File: src/rtl/vram_access_arbiter_pkg.sv
// Shared video sub-system definitions: arbiter state encoding and VRAM geometry.
package video_pkg;

  typedef enum logic [1:0] {
    IDLE = 2'd0,
    DSP  = 2'd1,
    CPU  = 2'd2
  } arb_state_e;

  localparam int unsigned VRAM_AW     = 14;
  localparam int unsigned VRAM_DW     = 8;
  localparam int unsigned DEF_MEM_LAT = 2;

endpackage

File: src/rtl/vram_access_arbiter_if.sv
// Bundle of timing-generator, sub-CPU and VRAM-array signals seen by the arbiter.
interface vram_access_arbiter_if
  import video_pkg::*;
#(
  parameter int unsigned ADDR_W = VRAM_AW,
  parameter int unsigned DATA_W = VRAM_DW
) ();

  // timing generator
  logic              HBLANKn;
  logic              VBLANKn;
  logic              DISP_REQ;
  logic [ADDR_W-1:0] DISP_ADDR;
  logic [ADDR_W-1:0] VOFFSET;
  logic [DATA_W-1:0] DISP_DATA;
  logic              DISP_VALID;
  logic              DISP_OVR;

  // sub-CPU bus
  logic              CPU_REQ;
  logic              CPU_WE;
  logic [ADDR_W-1:0] CPU_ADDR;
  logic [DATA_W-1:0] CPU_WDATA;
  logic              CPU_ACK;
  logic [DATA_W-1:0] CPU_RDATA;
  logic              CPU_WAIT;

  // VRAM array
  logic [ADDR_W-1:0] VRAM_ADDR;
  logic              VRAM_WE;
  logic [DATA_W-1:0] VRAM_WDATA;
  logic [DATA_W-1:0] VRAM_RDATA;

  // arbiter side
  modport slave (
    input  HBLANKn, VBLANKn, DISP_REQ, DISP_ADDR, VOFFSET,
    input  CPU_REQ, CPU_WE, CPU_ADDR, CPU_WDATA,
    input  VRAM_RDATA,
    output DISP_DATA, DISP_VALID, DISP_OVR,
    output CPU_ACK, CPU_RDATA, CPU_WAIT,
    output VRAM_ADDR, VRAM_WE, VRAM_WDATA
  );

  // requester / memory side
  modport master (
    output HBLANKn, VBLANKn, DISP_REQ, DISP_ADDR, VOFFSET,
    output CPU_REQ, CPU_WE, CPU_ADDR, CPU_WDATA,
    output VRAM_RDATA,
    input  DISP_DATA, DISP_VALID, DISP_OVR,
    input  CPU_ACK, CPU_RDATA, CPU_WAIT,
    input  VRAM_ADDR, VRAM_WE, VRAM_WDATA
  );

endinterface

File: src/rtl/vram_access_arbiter_lat_counter.sv
// Memory-latency counter: cleared on load, counts while enabled,
// flags the last cycle (MEM_LAT-1) of an access.
module lat_counter #(
  parameter int unsigned MEM_LAT = 2
) (
  input  logic clk,
  input  logic rst_n,
  input  logic load_i,
  input  logic en_i,
  output logic tc_o
);

  localparam int unsigned CNT_W = $clog2(MEM_LAT + 1);
  localparam logic [CNT_W-1:0] LAST = CNT_W'(MEM_LAT - 1);

  logic [CNT_W-1:0] cnt_q;
  logic [CNT_W-1:0] cnt_d;

  // next count: load wins over increment
  always_comb begin
    cnt_d = cnt_q;
    if (load_i) begin
      cnt_d = '0;
    end else if (en_i) begin
      cnt_d = cnt_q + 1'b1;
    end
  end

  // count register
  always_ff @(posedge clk or negedge rst_n) begin
    if (!rst_n) begin
      cnt_q <= '0;
    end else begin
      cnt_q <= cnt_d;
    end
  end

  assign tc_o = (cnt_q == LAST);

endmodule

File: src/rtl/vram_access_arbiter.sv
// VRAM arbiter: display fetches have absolute priority, sub-CPU accesses
// fill free slots (optionally only during blanking). No preemption.
module vram_access_arbiter
  import video_pkg::*;
#(
  parameter int unsigned ADDR_W     = VRAM_AW,
  parameter int unsigned DATA_W     = VRAM_DW,
  parameter int unsigned MEM_LAT    = DEF_MEM_LAT,
  parameter bit          BLANK_ONLY = 1'b1
) (
  input  logic                 CLKSYS,
  input  logic                 SRESETn,
  vram_access_arbiter_if.slave bus
);

  arb_state_e        state_q, state_d;
  logic              disp_pend_q, disp_pend_d;
  logic [ADDR_W-1:0] disp_addr_q, disp_addr_d;
  logic              ovr_q, ovr_d;
  logic [ADDR_W-1:0] vaddr_q, vaddr_d;
  logic              vwe_q, vwe_d;
  logic [DATA_W-1:0] vwdata_q, vwdata_d;
  logic              ack_q, ack_d;
  logic [DATA_W-1:0] rdata_q, rdata_d;
  logic [DATA_W-1:0] ddata_q, ddata_d;
  logic              dvalid_q, dvalid_d;
  logic              cnt_load;
  logic              cnt_en;
  logic              cnt_tc;
  logic              cpu_ok;

  assign cpu_ok = BLANK_ONLY ? ~(bus.HBLANKn & bus.VBLANKn) : 1'b1;

  lat_counter #(
    .MEM_LAT (MEM_LAT)
  ) u_lat (
    .clk    (CLKSYS),
    .rst_n  (SRESETn),
    .load_i (cnt_load),
    .en_i   (cnt_en),
    .tc_o   (cnt_tc)
  );

  // next state, request bookkeeping and datapath loads
  always_comb begin
    state_d     = state_q;
    disp_pend_d = disp_pend_q;
    disp_addr_d = disp_addr_q;
    ovr_d       = ovr_q;
    vaddr_d     = vaddr_q;
    vwe_d       = vwe_q;
    vwdata_d    = vwdata_q;
    ack_d       = 1'b0;
    rdata_d     = rdata_q;
    ddata_d     = ddata_q;
    dvalid_d    = 1'b0;
    cnt_load    = 1'b0;
    cnt_en      = 1'b0;

    // latest request always replaces the pending address; a request
    // arriving while one is still outstanding is an overrun
    if (bus.DISP_REQ) begin
      disp_pend_d = 1'b1;
      disp_addr_d = bus.DISP_ADDR;
      if (disp_pend_q || (state_q == DSP)) begin
        ovr_d = 1'b1;
      end
    end

    unique case (state_q)
      IDLE: begin
        if (disp_pend_q || bus.DISP_REQ) begin
          state_d     = DSP;
          vaddr_d     = bus.DISP_REQ ? bus.DISP_ADDR : disp_addr_q;
          disp_pend_d = 1'b0;
          cnt_load    = 1'b1;
        end else if (bus.CPU_REQ && cpu_ok && !ack_q) begin
          state_d  = CPU;
          vaddr_d  = bus.CPU_ADDR + bus.VOFFSET;
          vwe_d    = bus.CPU_WE;
          vwdata_d = bus.CPU_WDATA;
          cnt_load = 1'b1;
        end
      end
      DSP: begin
        cnt_en = 1'b1;
        if (cnt_tc) begin
          ddata_d  = bus.VRAM_RDATA;
          dvalid_d = 1'b1;
          state_d  = IDLE;
        end
      end
      CPU: begin
        cnt_en = 1'b1;
        if (cnt_tc) begin
          if (!vwe_q) begin
            rdata_d = bus.VRAM_RDATA;
          end
          ack_d   = 1'b1;
          vwe_d   = 1'b0;
          state_d = IDLE;
        end
      end
      default: begin
        state_d = IDLE;
      end
    endcase
  end

  // state and output registers; reset aborts any access in flight
  always_ff @(posedge CLKSYS or negedge SRESETn) begin
    if (!SRESETn) begin
      state_q     <= IDLE;
      disp_pend_q <= 1'b0;
      disp_addr_q <= '0;
      ovr_q       <= 1'b0;
      vaddr_q     <= '0;
      vwe_q       <= 1'b0;
      vwdata_q    <= '0;
      ack_q       <= 1'b0;
      rdata_q     <= '0;
      ddata_q     <= '0;
      dvalid_q    <= 1'b0;
    end else begin
      state_q     <= state_d;
      disp_pend_q <= disp_pend_d;
      disp_addr_q <= disp_addr_d;
      ovr_q       <= ovr_d;
      vaddr_q     <= vaddr_d;
      vwe_q       <= vwe_d;
      vwdata_q    <= vwdata_d;
      ack_q       <= ack_d;
      rdata_q     <= rdata_d;
      ddata_q     <= ddata_d;
      dvalid_q    <= dvalid_d;
    end
  end

  assign bus.VRAM_ADDR  = vaddr_q;
  assign bus.VRAM_WE    = vwe_q;
  assign bus.VRAM_WDATA = vwdata_q;
  assign bus.CPU_ACK    = ack_q;
  assign bus.CPU_RDATA  = rdata_q;
  assign bus.DISP_DATA  = ddata_q;
  assign bus.DISP_VALID = dvalid_q;
  assign bus.DISP_OVR   = ovr_q;
  // held low during reset so every output reads 0 while SRESETn is asserted
  assign bus.CPU_WAIT   = SRESETn & bus.CPU_REQ & ~ack_q & (state_q != CPU);

endmodule

File: src/flat_wrapper.sv
// flat-port wrapper written by rule: the top's interface ports become plain ports
module vram_access_arbiter_flat import video_pkg::*;
#(
  parameter int unsigned ADDR_W     = VRAM_AW,
  parameter int unsigned DATA_W     = VRAM_DW,
  parameter int unsigned MEM_LAT    = DEF_MEM_LAT,
  parameter bit          BLANK_ONLY = 1'b1
)
  (CLKSYS, SRESETn, bus_HBLANKn, bus_VBLANKn, bus_DISP_REQ, bus_DISP_ADDR, bus_VOFFSET, bus_CPU_REQ, bus_CPU_WE, bus_CPU_ADDR, bus_CPU_WDATA, bus_VRAM_RDATA, bus_DISP_DATA, bus_DISP_VALID, bus_DISP_OVR, bus_CPU_ACK, bus_CPU_RDATA, bus_CPU_WAIT, bus_VRAM_ADDR, bus_VRAM_WE, bus_VRAM_WDATA);
  vram_access_arbiter_if #(.ADDR_W(ADDR_W), .DATA_W(DATA_W)) bus_i ();
  input  logic CLKSYS;
  input  logic SRESETn;
  input wire logic [$bits(bus_i.HBLANKn)-1:0] bus_HBLANKn;
  input wire logic [$bits(bus_i.VBLANKn)-1:0] bus_VBLANKn;
  input wire logic [$bits(bus_i.DISP_REQ)-1:0] bus_DISP_REQ;
  input wire logic [$bits(bus_i.DISP_ADDR)-1:0] bus_DISP_ADDR;
  input wire logic [$bits(bus_i.VOFFSET)-1:0] bus_VOFFSET;
  input wire logic [$bits(bus_i.CPU_REQ)-1:0] bus_CPU_REQ;
  input wire logic [$bits(bus_i.CPU_WE)-1:0] bus_CPU_WE;
  input wire logic [$bits(bus_i.CPU_ADDR)-1:0] bus_CPU_ADDR;
  input wire logic [$bits(bus_i.CPU_WDATA)-1:0] bus_CPU_WDATA;
  input wire logic [$bits(bus_i.VRAM_RDATA)-1:0] bus_VRAM_RDATA;
  output wire logic [$bits(bus_i.DISP_DATA)-1:0] bus_DISP_DATA;
  output wire logic [$bits(bus_i.DISP_VALID)-1:0] bus_DISP_VALID;
  output wire logic [$bits(bus_i.DISP_OVR)-1:0] bus_DISP_OVR;
  output wire logic [$bits(bus_i.CPU_ACK)-1:0] bus_CPU_ACK;
  output wire logic [$bits(bus_i.CPU_RDATA)-1:0] bus_CPU_RDATA;
  output wire logic [$bits(bus_i.CPU_WAIT)-1:0] bus_CPU_WAIT;
  output wire logic [$bits(bus_i.VRAM_ADDR)-1:0] bus_VRAM_ADDR;
  output wire logic [$bits(bus_i.VRAM_WE)-1:0] bus_VRAM_WE;
  output wire logic [$bits(bus_i.VRAM_WDATA)-1:0] bus_VRAM_WDATA;
  assign bus_i.HBLANKn = bus_HBLANKn;
  assign bus_i.VBLANKn = bus_VBLANKn;
  assign bus_i.DISP_REQ = bus_DISP_REQ;
  assign bus_i.DISP_ADDR = bus_DISP_ADDR;
  assign bus_i.VOFFSET = bus_VOFFSET;
  assign bus_i.CPU_REQ = bus_CPU_REQ;
  assign bus_i.CPU_WE = bus_CPU_WE;
  assign bus_i.CPU_ADDR = bus_CPU_ADDR;
  assign bus_i.CPU_WDATA = bus_CPU_WDATA;
  assign bus_i.VRAM_RDATA = bus_VRAM_RDATA;
  assign bus_DISP_DATA = bus_i.DISP_DATA;
  assign bus_DISP_VALID = bus_i.DISP_VALID;
  assign bus_DISP_OVR = bus_i.DISP_OVR;
  assign bus_CPU_ACK = bus_i.CPU_ACK;
  assign bus_CPU_RDATA = bus_i.CPU_RDATA;
  assign bus_CPU_WAIT = bus_i.CPU_WAIT;
  assign bus_VRAM_ADDR = bus_i.VRAM_ADDR;
  assign bus_VRAM_WE = bus_i.VRAM_WE;
  assign bus_VRAM_WDATA = bus_i.VRAM_WDATA;
  vram_access_arbiter #(.ADDR_W(ADDR_W), .DATA_W(DATA_W), .MEM_LAT(MEM_LAT), .BLANK_ONLY(BLANK_ONLY)) u_core (.CLKSYS(CLKSYS), .SRESETn(SRESETn), .bus(bus_i));
endmodule
File: config.mk
export PLATFORM = sky130hd
export DESIGN_NAME = vram_access_arbiter_flat
export DESIGN_NICKNAME = d
export VERILOG_FILES = /design/src/rtl/vram_access_arbiter_pkg.sv /design/src/rtl/vram_access_arbiter_if.sv /design/src/rtl/vram_access_arbiter_lat_counter.sv /design/src/rtl/vram_access_arbiter.sv /design/src/flat_wrapper.sv
export SDC_FILE = /design/constraint.sdc
export NUM_CORES = 1
export LEC_CHECK = 0
export BUFFER_PORTS_ARGS = -buffer_cell sky130_fd_sc_hd__buf_2
export CELL_PAD_IN_SITES_DETAIL_PLACEMENT = 1
export CELL_PAD_IN_SITES_GLOBAL_PLACEMENT = 1
export CORE_MARGIN = 5
export CORE_UTILIZATION = 34
export DETAILED_ROUTE_END_ITERATION = 7
export PLACE_DENSITY = 0.75
export SYNTH_ARGS = -nofsm -noshare
export SYNTH_HDL_FRONTEND = slang
export SYNTH_HIERARCHICAL = 1
export SYNTH_SLANG_ARGS = --single-unit
File: constraint.sdc
create_clock -name CLKSYS -period 1.5 [get_ports CLKSYS]
set_input_delay 0.375 -clock CLKSYS [delete_from_list [all_inputs] [get_ports CLKSYS]]
set_output_delay 0.375 -clock CLKSYS [all_outputs]
set_load 0.1 [all_outputs]
==> impl_metrics.env <==
export IMPL_synthTopCellsByArea="dfrtp_1 49%, mux2_2 11%, ha_1 6.9%"
export IMPL_multiInputGateArea_um2=1896
export IMPL_skew_ns=0.01147
export IMPL_vias=2867
export IMPL_ys_ff_latch=61
export IMPL_path_cells="nand2b_4 -> buf_6 -> nor3b_4 -> buf_12"
export IMPL_cp_start_kind="flip-flop"
export IMPL_tightest_slew_ns=0.7728
export IMPL_clockBufferDepth=2
export IMPL_cts_sinks=61
export IMPL_drt_first_pass_iters=4
export IMPL_grt_remaining_overflow=0
export IMPL_reg2reg_to="u_core/bus.VRAM_ADDR[13]"
export IMPL_slew_viol_final=0
export IMPL_synth_avg_cell_area_um2=10.94
export IMPL_yosysWarningCount=6
export IMPL_power_mw=13.13
export IMPL_ctsHoldBuffers=0
export IMPL_final_area_um2=5274
export IMPL_critPathBufInv=2
export IMPL_worst_path_max_delay_cell="dfrtp_4"
export IMPL_drt_wl_total_um=10930
export IMPL_die_h_um=105.4
export IMPL_die_area_um2=11120
export IMPL_outcome="finished with violations"
export IMPL_ys_top_cells_by_count="61 x dfrtp_1, 45 x nand2_1, 29 x mux2_2, 17 x ha_1"
export IMPL_fin_crit_ns=1.845
export IMPL_layout_setup_ws_ns=-0.3452
export IMPL_drive_above_1_share_pct=63.54
export IMPL_grt_usage_pct=18.45
export IMPL_core_area_um2=8806
export IMPL_arrival_ns=1.47
export IMPL_critPathLaunch="u_core/bus.CPU_ACK"
export IMPL_critPathCapture="bus_CPU_WAIT"
export IMPL_r2r_start="u_core/bus.CPU_ACK"
export IMPL_gp_congestion=0.7487
export IMPL_maxCapViolations=0
export IMPL_p_comb_share_pct=66.5
export IMPL_tritoncts="done"
export IMPL_syn_inst=283
export IMPL_synth_top_area_cell="dfrtp_1"
export IMPL_fillers=937
export IMPL_cpLargestDelayFamily="flip-flops"
export IMPL_regArea_um2=1531
export IMPL_pwr_share_clk_pct=12.3
export IMPL_syn2layout_area_growth_pct=70.30
export IMPL_dp_hpwl_um=7202
export IMPL_drc_errors=0
export IMPL_ant_nets=0
export IMPL_root_buffer="clkbuf_8"
export IMPL_synth_nets=366
export IMPL_hold_class="in -> async"
export IMPL_stdcell_count=577
export IMPL_ir_drop_uv=1098
export IMPL_worst_setup_path_type="reg -> out"
export IMPL_synth_top_cell_area_share_pct=49.29
export IMPL_worstPathRequired_ns=1.12
export IMPL_insertion_delay_ns=0.34
export IMPL_rsz0062_at_grt="true"
export IMPL_start_util_pct=35.17
export IMPL_slew_limit_headroom_pct=48.48
export IMPL_routedWlPerCell_um=18.93
export IMPL_antenna_found_initial=0
export IMPL_seq_power_share_pct=21.2
export IMPL_grt_pass1_vias=3195
export IMPL_crit_path_max_incr_delay_ns=0.47
export IMPL_synth_seq_area_share_pct=49.29
export IMPL_boundaryPins=108
export IMPL_diodes=0
export IMPL_dp_cells=537
export IMPL_synth_cell_type_count=49
export IMPL_path_max_fanout=2
export IMPL_max_freq_ghz=0.5419
export IMPL_grt_max_degree=62
export IMPL_swShare_pct=54.33
export IMPL_end_kind="primary output"
export IMPL_die_x_um=105.4
export IMPL_reg2reg_slack_ns=-0.28
export IMPL_min_period_over_period_pct=123.0
export IMPL_ff2ff_path_depth=7
export IMPL_synth_edff_count=0
export IMPL_p_sw_mw=7.132
export IMPL_grt_pass1_wl_um=16190
export IMPL_p_int_mw=5.995
export IMPL_synth_area_um2=3097
export IMPL_place_area_um2=4439
export IMPL_ys_async_sr_fraction_pct=100.0
export IMPL_synth_ff_type="dfrtp_1"
export IMPL_setup_violations=28
export IMPL_p_leak_nw=2.493
export IMPL_port_buffers=107
export IMPL_drt_initial_drc_count=80
export IMPL_hold_violations=0
export IMPL_violations="setup timing"
export IMPL_p_per_area_nw_per_um2=2489
export IMPL_cts_clk_slew_worst_paths_ns=0.08
export IMPL_final_nets=547
export IMPL_cts_buffers=9
export IMPL_cts_htree_levels=3
export IMPL_viasPerCell=4.969
export IMPL_worstSetupPathDepth=4
export IMPL_core_rowCount=34
export IMPL_yosysMostFrequentCell="dfrtp_1"
[registers in the layout, summed over array words and instances (netlist names), 2 cells and up]
signal / count
u_core/disp_addr_q: 14
u_core/state_q: 2
u_core/bus.CPU_RDATA: 8
u_core/bus.VRAM_ADDR: 14
u_core/bus.DISP_DATA: 8
u_core/bus.VRAM_WDATA: 8
u_core/u_lat/cnt_q: 2
[how the worst min path moves through the flow]
| stage | slack [ns] | to | start | depth (start not counted) |
|---|---|---|---|---|
| floorplan | 0.08 | u_core/bus.CPU_RDATA[0] | SRESETn | 0 |
| global placement | 0.45 | u_core/bus.VRAM_WDATA[2] | u_core/bus.VRAM_WDATA[2] | 2 |
| detailed placement | 0.45 | u_core/bus.VRAM_WDATA[2] | u_core/bus.VRAM_WDATA[2] | 2 |
| CTS | 0.22 | u_core/bus.VRAM_WDATA[5] | bus_CPU_WDATA[5] | 3 |
| global route | 0.22 | u_core/bus.VRAM_WDATA[2] | bus_CPU_WDATA[2] | 3 |
| finish | 0.22 | u_core/disp_addr_q[6] | SRESETn | 2 |
[cell type report]
cell class                 instances  share of cell area, %
clock inverter                     6                  1.637
sequential                        61                  29.04
inverter                           8                 0.7117
timing repair buffer             177                  27.54
timing repair inverter             1                 0.1423
clock buffer                      10                  2.420
tap                              108                  2.562
multi-input combinational        206                  35.94
[cells by family (layout without fill, tap and decap cells)]
logic type               count (synthesis)  count (layout)  synth area share (%)
buffers and inverters                   17             202                 2.262
flip-flops                              61              61                 49.29
adder cells (fa/ha/maj)                 18              18                 7.515
XOR/XNOR                                11              11                 3.111
AND/OR/NAND/NOR                         83              84                 12.40
AO/OA/AOI/OAI                           60              60                 13.41
multiplexers                            33              33                 12.00
[placed cells by master (no fill, tap or decap), types with 5 or more instances in the layout]
cell / synthesis / routed
dfrtp_1: 61 / 59
o21ai_1: 2 / 8
ha_1: 17 / 6
clkbuf_8: 0 / 9
a21oi_2: 3 / 8
mux2_4: 1 / 9
clkbuf_4: 0 / 17
ha_4: 0 / 10
nand2_1: 45 / 37
buf_6: 0 / 17
nand2_2: 0 / 6
mux2_2: 29 / 21
o21ai_2: 2 / 5
nor2_1: 14 / 9
nor2_2: 1 / 5
buf_12: 0 / 13
xnor2_1: 6 / 5
buf_4: 0 / 64
a21oi_1: 11 / 5
buf_2: 5 / 62
[power groups by stage]
stage               clock [mW]  combinational (mW)  sequential, mW
floorplan                    0                1.64            6.57
global placement             0                7.36            2.69
detailed placement           0                7.52            2.72
CTS                       1.62                8.07            2.73
global route              1.74                9.05            2.86
finish                    1.61                8.73            2.79
[metrics by stage]
step	TNS (ns)	hold slack, ns	util [%]	setup slack, ns
floorplan	-3.416	0.07941	-	-0.5242
global placement	-4.109	0.4455	50.41	-0.5459
detailed placement	-5.648	0.4523	50.41	-0.6528
CTS	-4.370	0.2196	56.58	-0.3820
global route	-7.535	0.2239	59.89	-0.4262
finish	-5.376	0.2230	59.89	-0.3452
[worst reg2reg max path, cell delays in order, from the launching register on]
cell and delay (ns):
dfrtp_4 0.47, nand2b_4 0.15, buf_4 0.13, a21oi_4 0.25
nand3_4 0.17, o32a_1 0.33, o21ai_1 0.11, a21oi_2 0.06
[repair_timing]
item | 4_1_cts | 5_1_grt
cloned | 3 | 1
setup endpoints to repair | 46 | 55
pin swaps | 20 | 28
setup buffers | 13 | 8
resized for setup | 59 | 59
[routing by layer]
metal	part of all wire [%]	track usage (%)	up-vias	routed length [µm]
met5	0	0	-	0
met4	1.0	6.092	0	114
met3	4.8	4.034	8	525
met2	55	34.43	81	5996
met1	39	20.70	1424	4288
li1	-	-	1354	-
No activity file was read; power rests on OpenSTA's default activity.
